--- src/rtl/rf_pkg.sv ---
// Shared widths, constants and the buffered write-back entry type
// for the register file write path.
package rf_pkg;

    localparam int ADDR_W = 5;
    localparam int DATA_W = 32;

    localparam logic [ADDR_W-1:0] REG_ZERO = 5'd0;

    typedef struct packed {
        logic              valid;
        logic [ADDR_W-1:0] addr;
        logic [DATA_W-1:0] data;
    } wb_entry_t;

endpackage

--- src/rtl/wb_lookup_match.sv ---
// Finds the youngest valid buffered write to a given register index so the
// read stage can forward data that has not reached the register file yet.
module wb_lookup_match
    import rf_pkg::*;
#(
    parameter  int DEPTH = 4,
    localparam int PTR_W = $clog2(DEPTH)
) (
    input  wb_entry_t         entries [DEPTH],
    input  logic [PTR_W-1:0]  head,
    input  logic [ADDR_W-1:0] lk_addr,
    output logic              hit,
    output logic [DATA_W-1:0] data
);

    logic [PTR_W-1:0] idx_s;

    // Walk oldest to youngest so the last match (nearest tail) wins.
    always_comb begin
        hit   = 1'b0;
        data  = {DATA_W{1'b0}};
        idx_s = head;
        for (int i = 0; i < DEPTH; i++) begin
            idx_s = head + PTR_W'(i);
            if (entries[idx_s].valid && (entries[idx_s].addr == lk_addr) &&
                (lk_addr != REG_ZERO)) begin
                hit  = 1'b1;
                data = entries[idx_s].data;
            end else begin
                hit  = hit;
                data = data;
            end
        end
    end

endmodule

--- src/rtl/regfile_write_buffer.sv ---
// In-order write-back buffer in front of the register file write port,
// with two lookup ports for forwarding still-pending writes.
module regfile_write_buffer
    import rf_pkg::*;
#(
    parameter  int DEPTH  = 4,
    parameter  int ADDR_W = rf_pkg::ADDR_W,
    parameter  int DATA_W = rf_pkg::DATA_W,
    localparam int PTR_W  = $clog2(DEPTH),
    localparam int CNT_W  = $clog2(DEPTH) + 1
) (
    input  logic              clk,
    input  logic              reset,
    input  logic              wb_valid,
    output logic              wb_ready,
    input  logic [ADDR_W-1:0] wb_addr,
    input  logic [DATA_W-1:0] wb_data,
    output logic              rf_we,
    output logic [ADDR_W-1:0] rf_waddr,
    output logic [DATA_W-1:0] rf_wdata,
    input  logic              rf_wready,
    input  logic [ADDR_W-1:0] lk_addr1,
    input  logic [ADDR_W-1:0] lk_addr2,
    output logic              lk_hit1,
    output logic              lk_hit2,
    output logic [DATA_W-1:0] lk_data1,
    output logic [DATA_W-1:0] lk_data2,
    output logic [CNT_W-1:0]  count
);

    wb_entry_t        mem_r [DEPTH];
    logic [PTR_W-1:0] head_r;
    logic [PTR_W-1:0] tail_r;
    logic [CNT_W-1:0] count_r;
    logic             accept_s;
    logic             enq_s;
    logic             deq_s;

    assign wb_ready = !reset && (count_r < CNT_W'(DEPTH));
    assign accept_s = wb_valid && wb_ready;
    // Writes to the zero register complete the handshake but are never stored.
    assign enq_s    = accept_s && (wb_addr != REG_ZERO);
    assign deq_s    = (count_r != {CNT_W{1'b0}}) && rf_wready;
    assign count    = count_r;

    // Pointer, occupancy and entry storage update.
    always_ff @(posedge clk) begin
        if (reset) begin
            head_r  <= {PTR_W{1'b0}};
            tail_r  <= {PTR_W{1'b0}};
            count_r <= {CNT_W{1'b0}};
            for (int i = 0; i < DEPTH; i++) begin
                mem_r[i] <= {$bits(wb_entry_t){1'b0}};
            end
        end else begin
            if (enq_s) begin
                mem_r[tail_r] <= '{valid: 1'b1, addr: wb_addr, data: wb_data};
                tail_r        <= tail_r + PTR_W'(1);
            end
            if (deq_s) begin
                mem_r[head_r].valid <= 1'b0;
                head_r              <= head_r + PTR_W'(1);
            end
            case ({enq_s, deq_s})
                2'b10:   count_r <= count_r + CNT_W'(1);
                2'b01:   count_r <= count_r - CNT_W'(1);
                default: count_r <= count_r;
            endcase
        end
    end

    // Present the head entry to the register file; zeros when empty.
    always_comb begin
        rf_we = (count_r != {CNT_W{1'b0}});
        if (rf_we) begin
            rf_waddr = mem_r[head_r].addr;
            rf_wdata = mem_r[head_r].data;
        end else begin
            rf_waddr = {ADDR_W{1'b0}};
            rf_wdata = {DATA_W{1'b0}};
        end
    end

    wb_lookup_match #(.DEPTH(DEPTH)) u_lookup1 (
        .entries (mem_r),
        .head    (head_r),
        .lk_addr (lk_addr1),
        .hit     (lk_hit1),
        .data    (lk_data1)
    );

    wb_lookup_match #(.DEPTH(DEPTH)) u_lookup2 (
        .entries (mem_r),
        .head    (head_r),
        .lk_addr (lk_addr2),
        .hit     (lk_hit2),
        .data    (lk_data2)
    );

endmodule

--- config.mk ---
export PLATFORM = sky130hd
export DESIGN_NAME = regfile_write_buffer
export DESIGN_NICKNAME = d
export VERILOG_FILES = /design/src/rtl/rf_pkg.sv /design/src/rtl/wb_lookup_match.sv /design/src/rtl/regfile_write_buffer.sv
export SDC_FILE = /design/constraint.sdc
export NUM_CORES = 1
export LEC_CHECK = 0
export ABC_CLOCK_PERIOD_IN_PS = 7000
export CORE_MARGIN = 4
export CORE_UTILIZATION = 25
export CTS_CLUSTER_DIAMETER = 50
export DETAILED_ROUTE_END_ITERATION = 16
export SETUP_SLACK_MARGIN = 0.3
export SLEW_MARGIN = 20
export SYNTH_ARGS = -nofsm -noshare
export SYNTH_HDL_FRONTEND = slang
export SYNTH_SLANG_ARGS = --single-unit
--- constraint.sdc ---
create_clock -name clk -period 7 [get_ports clk]
set_input_delay 1.05 -clock clk [delete_from_list [all_inputs] [get_ports clk]]
set_output_delay 1.05 -clock clk [all_outputs]
set_load 0.01 [all_outputs]
==> flow_summary.json <==
{
  "dp_hpwl_mm": 34.38,
  "grt_max_degree": 137,
  "ir_drop_mv": 0.2316,
  "fin_skew_ps": 6.301,
  "grt_pass1_vias": 12047,
  "cts_resized": 0,
  "p_leak_nw": 4.764,
  "cts_tree": "yes",
  "synth_adder_area_share": 0.01061,
  "fin_area_um2": 15100,
  "dr.pass1.iters": 8,
  "tightest_slew_ps": 1094,
  "die_h_um": 231.6,
  "clock_latency_ps": 440,
  "postCtsHoldBufs": 0,
  "core.rowCount": 81,
  "vias_per_cell": 5.309,
  "cts-root-buf": "clkbuf_16",
  "met1_usage": 0.2402,
  "cp.arrival_ps": 5050,
  "p_clk_frac": 0.266,
  "grt_pass1_wl_mm": 74.49,
  "period_needed_ps": 6103,
  "muxShareOfSynthArea": 0.2022,
  "r2r_slack_ps": 4160,
  "p_sw_frac": 0.4199,
  "fillCellCount": 5240,
  "synth_top_family_by_area": "compound AO/OA/AOI/OAI gates",
  "drcViolationCount": 0,
  "finalPower_w": 0.003648,
  "synth_xor_xnor_area_share": 0.02712,
  "syn-num-nets": 1756,
  "wl_per_cell_um": 20.39,
  "use_met2": 0.2710,
  "dr.first_iter.drc_count": 1361,
  "period_share": 0.8718,
  "cts.sinks": 159,
  "gp_congestion": 0.9523,
  "synth_top_cell_by_area": "dfxtp_1",
  "busiest_layer": "met2",
  "setup_slack_ps": 897.3,
  "startpoint": "head_r[0]",
  "drive_above_1_share": 0.1267,
  "boundaryPins": 159,
  "setup_viol": 0,
  "nNetsFinal": 1808,
  "yosys.area_share.simple": 0.2162,
  "grt_util_all_layers": 0.1781,
  "h-tree-depth": 4,
  "grt_setup_unrepaired": "false",
  "syn_area_per_cell_um2": 7.377,
  "cts.clk_slew.worst_paths_ps": 60,
  "place_area_um2": 14480,
  "slew_viol_final": 0,
  "gr-total-overflow": 0,
  "synth-seq-cells": 159,
  "die-area_um2": 53650,
  "worst-path-max-fanout": 35,
  "crit-reg2reg-launch": "count[0]",
  "synth_edf_count": 0,
  "ctsLongestPathBuffers": 2,
  "critPathCaptureType": "output port",
  "holdPathStages": 2,
  "synth.top_cell.area_share": 0.2546,
  "p_sw_w": 0.001532,
  "synth.most_common_cell": "nand2_1",
  "antenna_found_initial": 11,
  "combPwrFrac": 0.452,
  "core_area_um2": 49150,
  "yosys_warnings": 0,
  "fin_util": 0.3072,
  "p_int_w": 0.002116,
  "status": "finished clean",
  "synthDistinctLibCells": 56,
  "cts_buffers": 17,
  "start_kind": "register",
  "drt-total-wl_mm": 49.48,
  "crit_required_ps": 5950,
  "io_buffers": 158,
  "r2r_cells": 9,
  "netlist_area_um2": 12500,
  "synth_common_cells": "nand2_1 (421), a21oi_1 (236), dfxtp_1 (159)",
  "synth.area.top_cells": "dfxtp_1 (25%), nand2_1 (13%), a21oi_1 (9.4%)",
  "post_cts.repair.setup_buffers": 0,
  "hold_viol_final": 0,
  "syn-instance-count": 1695,
  "worst-setup-path-type": "reg -> out",
  "tns_ps": 0,
  "hold_class": "reg -> reg",
  "synthToLayoutAreaGrowth_pct": 20.77,
  "initial_core_util": 0.2544,
  "maxSlewHeadroom": 0.2678,
  "async_flop_share": 0,
  "clock.fmax_ghz": 0.1639,
  "synth_compound_area_frac": 0.2233,
  "maxCapViolCount": 0,
  "met3_usage": 0.06047,
  "seq_power_share": 0.282,
  "die_x_um": 231.6,
  "power_density_nw_per_um2": 241.6,
  "place_ws_ps": 1345,
  "synth_ff_type": "dfxtp_1",
  "yosysSeqAreaShare": 0.2546,
  "num_vias": 12884,
  "ant_nets": 0
}
logic make-up (layout without fill, tap and decap cells):
family	after synthesis	after routing
adders and majority gates	10	10
DFF	159	159
and+or+nand+nor	658	658
buffers and inverters	183	248
other	0	3
AOI/OAI and AO/OA	454	454
muxes	194	194
xor gates and xnor gates	37	37
layout make-up:
class,instances,area (um2),share of cell area
Sequential cell,159,3188,0.2111
Multi-Input combinational cell,1353,8541,0.5656
Inverter,29,108.9,0.007209
Antenna cell,3,7.507,0.0004971
Clock inverter,11,155.1,0.01027
Tap cell,664,830.8,0.05502
Timing Repair Buffer,187,1809,0.1198
Clock buffer,21,460.4,0.03049
worst paths after layout:
kind,endpoint
max reg2reg,count[2]
max,lk_data2[20]
min,register
min reg2reg,register
power by group through the flow:
stage                     Sequential, W  Clock (W)  Combinational [W]
after CTS                       0.00103   0.000982            0.00162
after floorplan                0.000994          0            0.00119
final                           0.00103   0.000969            0.00165
after global placement          0.00104          0            0.00160
after detailed placement        0.00105          0            0.00162
after global routing            0.00104    0.00103            0.00178
per-stage QoR:
step                hold slack [ps]  instances
floorplan                     443.4       1695
global placement              450.5       2392
detailed placement            458.7       2392
CTS                           466.7       2424
global route                  488.9       2424
finish                        466.9       2427
layer usage:
metal,share of wire,vias up,routed length (um)
met1,0.43,6101,21320
met2,0.44,611,21580
met5,0.0015,-,76
li1,-,6058,-
met3,0.11,100,5398
met4,0.022,14,1100
worst max-delay path, cell delays in order, from the launching register on:
cell and delay [ps]:
dfxtp_4 720, inv_1 140, ha_2 680, mux4_2 410, xor2_1 150, nor4_1 360
nand4_1 780, o22ai_1 720, clkdlybuf4s50_1 640
cells in the final DEF, fill, tap and decap left out, drive strengths merged, types with 3 or more instances in the layout:
cell type / Yosys / layout
nand2: 421 / 421
a21oi: 236 / 236
dfxtp: 159 / 159
clkdlybuf4s50: 0 / 157
nor2: 122 / 122
o21ai: 103 / 103
mux2i: 85 / 85
mux2: 69 / 69
nor3: 48 / 48
o211ai: 41 / 41
mux4: 40 / 40
inv: 29 / 31
buf: 53 / 30
xnor2: 26 / 26
a31oi: 26 / 26
a311oi: 22 / 22
clkbuf: 101 / 21
nand3: 18 / 18
nor2b: 13 / 13
xor2: 11 / 11
o22ai: 10 / 10
ha: 9 / 9
nand2b: 7 / 7
and2: 7 / 7
a211oi: 6 / 6
clkinv: 0 / 5
nor4: 4 / 4
diode: 0 / 3
or3: 3 / 3
and3: 3 / 3
bufinv: 0 / 3
or2: 3 / 3
o221ai: 3 / 3
nand4: 3 / 3
Power figures use the tool's default switching activity.
